--- config.mk ---
export PLATFORM = sky130hd
export DESIGN_NAME = fifo_ctrl_flat
export DESIGN_NICKNAME = d
export VERILOG_FILES = /design/src/rtl/fifo_ctrl_if.sv /design/src/rtl/fifo_ctrl.sv /design/src/flat_wrapper.sv
export SDC_FILE = /design/constraint.sdc
export NUM_CORES = 1
export LEC_CHECK = 0
export ABC_AREA = 0
export CELL_PAD_IN_SITES_DETAIL_PLACEMENT = 1
export CELL_PAD_IN_SITES_GLOBAL_PLACEMENT = 2
export CORE_ASPECT_RATIO = 1.2
export CORE_MARGIN = 4
export CORE_UTILIZATION = 29
export CTS_BUF_LIST = sky130_fd_sc_hd__clkbuf_4
export CTS_CLUSTER_SIZE = 8
export DETAILED_ROUTE_END_ITERATION = 7
export PLACE_DENSITY = 0.81
export SLEW_MARGIN = 20
export SYNTH_ARGS = -nofsm -noshare
export SYNTH_HDL_FRONTEND = slang
export SYNTH_SLANG_ARGS = --single-unit
--- constraint.sdc ---
create_clock -name clk -period 2.08 [get_ports clk]
set_input_delay 0.312 -clock clk [delete_from_list [all_inputs] [get_ports clk]]
set_output_delay 0.312 -clock clk [all_outputs]
set_load 0.01 [all_outputs]
--- src/rtl/fifo_ctrl_if.sv ---
// Handshake and status bundle between a FIFO user and fifo_ctrl.
// master drives push/pop/clear requests; slave (fifo_ctrl) drives storage controls and flags.
interface fifo_ctrl_if #(
    parameter int unsigned ADDR_WIDTH = 2
);
    logic                  wr;
    logic                  rd;
    logic                  err_clr;
    logic                  w_en;
    logic [ADDR_WIDTH-1:0] w_addr;
    logic [ADDR_WIDTH-1:0] r_addr;
    logic                  full;
    logic                  empty;
    logic                  almost_full;
    logic                  almost_empty;
    logic [ADDR_WIDTH:0]   count;
    logic                  overflow;
    logic                  underflow;
    logic [ADDR_WIDTH:0]   max_count;

    modport master (
        output wr, rd, err_clr,
        input  w_en, w_addr, r_addr, full, empty, almost_full, almost_empty,
        input  count, overflow, underflow, max_count
    );

    modport slave (
        input  wr, rd, err_clr,
        output w_en, w_addr, r_addr, full, empty, almost_full, almost_empty,
        output count, overflow, underflow, max_count
    );
endinterface

--- src/rtl/fifo_ctrl.sv ---
// Pointer/flag controller for a synchronous FIFO with show-ahead reads.
// Define FIFO_CTRL_WATERMARK_EN to build the max_count high-water mark; otherwise it reads 0.
module fifo_ctrl #(
    parameter int unsigned ADDR_WIDTH = 2,
    parameter int unsigned AF_THRESH  = 3,
    parameter int unsigned AE_THRESH  = 1
) (
    input  logic        clk,
    input  logic        rst_n,
    fifo_ctrl_if.slave  bus
);
    localparam logic [ADDR_WIDTH:0] ONE    = 1;
    localparam logic [ADDR_WIDTH:0] AF_LVL = AF_THRESH[ADDR_WIDTH:0];
    localparam logic [ADDR_WIDTH:0] AE_LVL = AE_THRESH[ADDR_WIDTH:0];

    logic [ADDR_WIDTH:0] wr_ptr_q, wr_ptr_d;
    logic [ADDR_WIDTH:0] rd_ptr_q, rd_ptr_d;
    logic [ADDR_WIDTH:0] count_q, count_d;
    logic                overflow_q, overflow_d;
    logic                underflow_q, underflow_d;
    logic                full, empty, push, pop;

    // Extra pointer MSB distinguishes full from empty when the address bits match.
    assign empty = (wr_ptr_q == rd_ptr_q);
    assign full  = (wr_ptr_q[ADDR_WIDTH-1:0] == rd_ptr_q[ADDR_WIDTH-1:0]) &&
                   (wr_ptr_q[ADDR_WIDTH] != rd_ptr_q[ADDR_WIDTH]);
    assign push  = bus.wr & ~full;
    assign pop   = bus.rd & ~empty;

    always_comb begin
        wr_ptr_d    = push ? wr_ptr_q + ONE : wr_ptr_q;
        rd_ptr_d    = pop  ? rd_ptr_q + ONE : rd_ptr_q;
        count_d     = count_q;
        unique case ({push, pop})
            2'b10:   count_d = count_q + ONE;
            2'b01:   count_d = count_q - ONE;
            default: count_d = count_q;
        endcase
        // A new error in the same cycle as err_clr wins.
        overflow_d  = (overflow_q  & ~bus.err_clr) | (bus.wr & full);
        underflow_d = (underflow_q & ~bus.err_clr) | (bus.rd & empty);
    end

    always_ff @(posedge clk or negedge rst_n) begin
        if (!rst_n) begin
            wr_ptr_q    <= '0;
            rd_ptr_q    <= '0;
            count_q     <= '0;
            overflow_q  <= 1'b0;
            underflow_q <= 1'b0;
        end else begin
            wr_ptr_q    <= wr_ptr_d;
            rd_ptr_q    <= rd_ptr_d;
            count_q     <= count_d;
            overflow_q  <= overflow_d;
            underflow_q <= underflow_d;
        end
    end

`ifdef FIFO_CTRL_WATERMARK_EN
    logic [ADDR_WIDTH:0] max_q, max_d;

    always_comb begin
        max_d = max_q;
        if (bus.err_clr) begin
            max_d = count_d;
        end else if (count_d > max_q) begin
            max_d = count_d;
        end
    end

    always_ff @(posedge clk or negedge rst_n) begin
        if (!rst_n) begin
            max_q <= '0;
        end else begin
            max_q <= max_d;
        end
    end

    assign bus.max_count = max_q;
`else
    assign bus.max_count = '0;
`endif

    assign bus.w_en         = push;
    assign bus.w_addr       = wr_ptr_q[ADDR_WIDTH-1:0];
    assign bus.r_addr       = rd_ptr_q[ADDR_WIDTH-1:0];
    assign bus.full         = full;
    assign bus.empty        = empty;
    assign bus.almost_full  = (count_q >= AF_LVL);
    assign bus.almost_empty = (count_q <= AE_LVL);
    assign bus.count        = count_q;
    assign bus.overflow     = overflow_q;
    assign bus.underflow    = underflow_q;
endmodule

--- src/flat_wrapper.sv ---
// flat-port wrapper written by rule: the top's interface ports become plain ports
module fifo_ctrl_flat 
#(
    parameter int unsigned ADDR_WIDTH = 2,
    parameter int unsigned AF_THRESH  = 3,
    parameter int unsigned AE_THRESH  = 1
)
  (clk, rst_n, bus_wr, bus_rd, bus_err_clr, bus_w_en, bus_w_addr, bus_r_addr, bus_full, bus_empty, bus_almost_full, bus_almost_empty, bus_count, bus_overflow, bus_underflow, bus_max_count);
  fifo_ctrl_if #(.ADDR_WIDTH(ADDR_WIDTH)) bus_i ();
  input  logic clk;
  input  logic rst_n;
  input wire logic [$bits(bus_i.wr)-1:0] bus_wr;
  input wire logic [$bits(bus_i.rd)-1:0] bus_rd;
  input wire logic [$bits(bus_i.err_clr)-1:0] bus_err_clr;
  output wire logic [$bits(bus_i.w_en)-1:0] bus_w_en;
  output wire logic [$bits(bus_i.w_addr)-1:0] bus_w_addr;
  output wire logic [$bits(bus_i.r_addr)-1:0] bus_r_addr;
  output wire logic [$bits(bus_i.full)-1:0] bus_full;
  output wire logic [$bits(bus_i.empty)-1:0] bus_empty;
  output wire logic [$bits(bus_i.almost_full)-1:0] bus_almost_full;
  output wire logic [$bits(bus_i.almost_empty)-1:0] bus_almost_empty;
  output wire logic [$bits(bus_i.count)-1:0] bus_count;
  output wire logic [$bits(bus_i.overflow)-1:0] bus_overflow;
  output wire logic [$bits(bus_i.underflow)-1:0] bus_underflow;
  output wire logic [$bits(bus_i.max_count)-1:0] bus_max_count;
  assign bus_i.wr = bus_wr;
  assign bus_i.rd = bus_rd;
  assign bus_i.err_clr = bus_err_clr;
  assign bus_w_en = bus_i.w_en;
  assign bus_w_addr = bus_i.w_addr;
  assign bus_r_addr = bus_i.r_addr;
  assign bus_full = bus_i.full;
  assign bus_empty = bus_i.empty;
  assign bus_almost_full = bus_i.almost_full;
  assign bus_almost_empty = bus_i.almost_empty;
  assign bus_count = bus_i.count;
  assign bus_overflow = bus_i.overflow;
  assign bus_underflow = bus_i.underflow;
  assign bus_max_count = bus_i.max_count;
  fifo_ctrl #(.ADDR_WIDTH(ADDR_WIDTH), .AF_THRESH(AF_THRESH), .AE_THRESH(AE_THRESH)) u_core (.clk(clk), .rst_n(rst_n), .bus(bus_i));
endmodule
**Word-level counts from Yosys, hierarchy flattened**

Index checks and enable logic that the tools add are counted.

- Flip-flop bits (word level): 11
- Bits of input ports: 5
- Word-level logic and storage cells: 30

- Bitwise logic cells: 11
- $lt $le $gt $ge: 2
- $add $sub $neg: 4
- Mux-type cells: 1
- Equality and inequality tests: 5
- Reduce and logical (&&, ||, !) cells: 2

Operator list:

| cell | count |
|---|---|
| $add 3x1->3 const B | 3 |
| $and 1x1->1 | 6 |
| $pmux 3 s2 | 1 |
| $eq 3x3->1 | 1 |
| $ge 3x2->1 const B | 1 |
| $le 3x1->1 const B | 1 |
| $not 1->1 | 3 |
| $sub 3x1->3 const B | 1 |
| $eq 2x1->1 const B | 1 |
| $eq 2x2->1 | 1 |
| $eq 2x2->1 const B | 1 |
| $or 1x1->1 | 2 |
| $reduce_bool 2->1 | 1 |
| $logic_and 1x1->1 | 1 |
| $ne 1x1->1 | 1 |

**Longest topological paths before layout**

- Depth in word-level cells: 6
- Depth in mapped cells: 7

**Worst setup path before layout**

OpenSTA, ideal clock, no wires.

- Path kind: register to register
- Start: register u_core.wr_ptr_q[0]
- End: register u_core.count_q[2] (netlist: u_core.bus.count[2])
- Path slack: 0.179 ns
- Cell stages (with the launch flop): 8
- Path buffers: 0
- Required time: 1.934 ns
- Data arrival time: 1.755 ns
- Clock period less this slack: 1.901 ns
- Path through: dfrtp_1 -> xor2_2 -> o31ai_1 -> inv_1 -> ha_1 -> nor3b_1 -> o21ai_0 -> o311ai_0

- Elaborated cells on any way between the ends: 11
- Those cells by class: 4 x eq/ne; 1 x mux; 4 x bitwise; 2 x reduce/logical

RTL lines:

| what | line | source |
|---|---|---|
| from (decl) | fifo_ctrl.sv:16 | `logic [ADDR_WIDTH:0] wr_ptr_q, wr_ptr_d;` |
| from (signal assigned) | fifo_ctrl.sv:52 | `wr_ptr_q <= wr_ptr_d;` |
| $eq 3x3->1 (*) | fifo_ctrl.sv:24 | `assign empty = (wr_ptr_q == rd_ptr_q);` |
| $not 1->1 (*) | fifo_ctrl.sv:28 | `assign pop = bus.rd & ~empty;` |
| $and 1x1->1 (*) | fifo_ctrl.sv:28 |  |
| net u_core.pop | fifo_ctrl.sv:21 | `logic full, empty, push, pop;` |
| $eq 2x1->1 / $eq 2x2->1 (equally long branches) | fifo_ctrl.sv:34 | `unique case ({push, pop})` |
| $pmux 3 s2 / $reduce_bool 2->1 (equally long branches) | -- |  |
| to (signal assigned) | fifo_ctrl.sv:54 | `count_q <= count_d;` |
| to (decl) | fifo_ctrl.sv:18 | `logic [ADDR_WIDTH:0] count_q, count_d;` |

The timed path passes the listed nets; every way through them passes the cells marked *.
A chain may end at the register's enable or synchronous reset.

**Worst setup path in the final report**

- Start: register u_core.count_q[1] (netlist: u_core.bus.count[1])
- End: output port bus_almost_empty

- Longest elaborated chain between the ends: 1

Ends and longest elaborated chain:

| what | line | source |
|---|---|---|
| $le 3x1->1 | fifo_ctrl.sv:91 | `assign bus.almost_empty = (count_q <= AE_LVL);` |
| to (decl) | flat_wrapper.sv:21 | `output wire logic [$bits(bus_i.almost_empty)-1:0] bus_almost_empty;` |

No other way between the ends.

==> results.json <==
{
  "fmax_mhz": 516,
  "async_reset_ff_share_pct": 100,
  "end_kind": "output port",
  "max-cap-violations": 0,
  "p_leak_nw": 0.523,
  "grt_usage_pct": 11.4,
  "met3WireLength_um": 61,
  "setup_violations": 0,
  "n_fill_cell": 268,
  "placed_cell_area_sq_um": 965,
  "max-slew-margin-rel_pct": 66.2,
  "syn_avg_cell_area_sq_um": 9.98,
  "crit_required_ns": 1.77,
  "cp_max_fo": 4,
  "cts_root_buffer": "clkbuf_4",
  "postRouteAntennaNets": 0,
  "fin_area_sq_um": 1120,
  "die_h_um": 63.3,
  "final_max_slew_viol_count": 0,
  "synth_ff_type": "dfrtp_1",
  "grt_first_pass_wirelength_um": 2880,
  "drt-initial-drc-count": 7,
  "crit_type": "flop to output port",
  "period_needed_ns": 1.94,
  "firstDrtPassIters": 2,
  "gp_congestion": 0.801,
  "cts_made_buffers": 3,
  "met1Wirelength_um": 729,
  "power.density_nw_per_um2": 1860,
  "top_layer_used": "met4",
  "die_x_um": 54.1,
  "setup_tns_ns": 0,
  "dr_wl_met2_um": 970,
  "vias_per_cell": 4.67,
  "wire_per_inst_um": 13.6,
  "rows": 19,
  "rsz0062_at_grt": "no",
  "synth_top_cell_area_share_pct": 37.3,
  "num_antenna_cells": 0,
  "netlist_area_sq_um": 738,
  "ys.warnings.count": 0,
  "ctsLongestPathBuffers": 2,
  "fin_nets": 114,
  "vias": 617,
  "cts_hold_buf": 0,
  "drive_gt1_share_pct": 25.7,
  "clk_pin_slew_ns": 0.07,
  "first_global_vias": 652,
  "synth_cell_types": 22,
  "whs_ns": 0.367,
  "insertion_delay_ns": 0.28,
  "total_power_w": 0.00209,
  "area_growth_pct": 52.4,
  "synth_edf_count": 0,
  "synth_commonest_cells": "dfrtp_1 (11), inv_1 (8), xnor2_1 (8), buf_4 (7), ha_1 (7)",
  "cp.arrival_ns": 1.63,
  "status": "complete, no violations",
  "fin_skew_ns": 0.00525,
  "fin_crit_sh_pct": 93.2,
  "max_slew.worst_pin.slew_ns": 0.506,
  "synth.most_common_cell": "dfrtp_1",
  "final_hold_viol_count": 0,
  "cts_tree": "built",
  "grt-ovfl-total": 0,
  "synthTopCellsByArea": "dfrtp_1 (37%), ha_1 (12%), xnor2_1 (9.5%), buf_4 (7.1%), inv_1 (4.1%)",
  "start_util_pct": 31.4,
  "grt_max_degree": 12,
  "antenna_found_initial": 0,
  "die_area_sq_um": 3420,
  "hpwlAfterDp_um": 1390,
  "ir_worst_vdd_uv": 873,
  "fin_util_pct": 47.8,
  "htree_num_levels": 1,
  "cts_sinks": 11,
  "yosysTopAreaCell": "dfrtp_1",
  "synth_cells": 74,
  "routed_wl_um": 1790,
  "drc": 0,
  "core_sq_um": 2350,
  "hold_path_class": "input port to async pin",
  "port_buffers": 18,
  "yosysSeqAreaShare_pct": 37.3,
  "worstSetupStartpointType": "flop",
  "ios": 22,
  "synth.ff_latch_count": 11
}
## placed cells by master, fill, tap and decap left out
master           instances
buf_4                   10
ha_1                     7
conb_1                   3
o31ai_1                  2
nor2b_1                  1
a21oi_1                  5
o31ai_4                  2
a211oi_1                 2
xor2_4                   2
dfrtp_1                  8
nor3_2                   2
dlymetal6s2s_1           4
xnor2_1                  7
nor2_1                   2
clkbuf_4                 4
clkdlybuf4s50_1         14
nand2_1                  2
dfrtp_2                  3
xnor2_4                  1
a22o_1                   2
o21ai_0                  3
nand2b_1                 2
xor2_2                   1
o311ai_1                 2
nor3b_2                  1
o311ai_0                 1
inv_1                    8
## final timing paths
path	start	to	slack (ns)	cells after the start
max	u_core.bus.count[1]$_DFFE_PN0P_	bus_almost_empty	0.14	5
min	rst_n	u_core.bus.count[1]$_DFFE_PN0P_	0.37	1
max reg2reg	u_core.rd_ptr_q[0]$_DFFE_PN0P_	u_core.bus.count[2]$_DFFE_PN0P_	0.22	7
min reg2reg	u_core.bus.overflow$_DFF_PN0_	u_core.bus.overflow$_DFF_PN0_	0.51	1
max in group asynchronous	rst_n	u_core.rd_ptr_q[2]$_DFFE_PN0P_	1.34	1
min in group clk	u_core.bus.overflow$_DFF_PN0_	u_core.bus.overflow$_DFF_PN0_	0.51	1
## state kept, by name (all words and copies together) (netlist names)
name,cells
u_core.rd_ptr_q,3
u_core.bus.underflow,1
u_core.wr_ptr_q,3
u_core.bus.overflow,1
u_core.bus.count,3
## area by class of cell
type                    count  area, sq um  share of cell area, %
well taps                  31         38.8                   3.45
clock buffers               4         30.0                   2.67
flip-flops and latches     11          279                   24.8
multi-input cells          50          482                   42.8
repair buffers             28          265                   23.6
inverters                   8         30.0                   2.67
## kinds of logic after synthesis
family	count (synthesis)	share of synthesized area (%)
AO/OA/AOI/OAI	19	18.1
other	1	0.508
adder cells (fa/ha/maj)	7	11.9
XOR/XNOR	11	14.1
buffers and inverters	15	11.2
flip-flops	11	37.3
AND/OR/NAND/NOR	10	6.95
## per-layer routing
layer  vias up  GRT usage (%)
met4         0           4.67
met2        14           20.9
li1        298              -
met1       303           12.1
met5         -              0
met3         2           2.12
## stage by stage
step                setup slack [ns]  std cells
finish                         0.140        132
global route                  0.0312        132
CTS                          -0.0689        129
detailed placement             0.148        125
global placement               0.178        125
floorplan                      0.179         76
## timing repair
action                                  4_1_cts  5_1_grt
endpoints found under the hold margin         0        0
endpoints found under the setup margin        3        5
setup buffers                                 0        3
pin swaps                                     0        2
gates resized for setup                       6       13
## critical path, cell delays in order, from the launching register on
cell	delay, ns
dfrtp_1	0.41
inv_1	0.12
ha_1	0.16
a21oi_1	0.04
nor2_1	0.08
clkdlybuf4s50_1	0.53
## power breakdown
group	internal [W]	switching (W)	total [W]
combinational	0.000751	0.000691	0.00144
sequential	0.000325	0.000159	0.000484
clock	0.0000875	0.0000776	0.000165
total	0.00116	0.000928	0.00209
No activity file was read; power rests on OpenSTA's default activity.
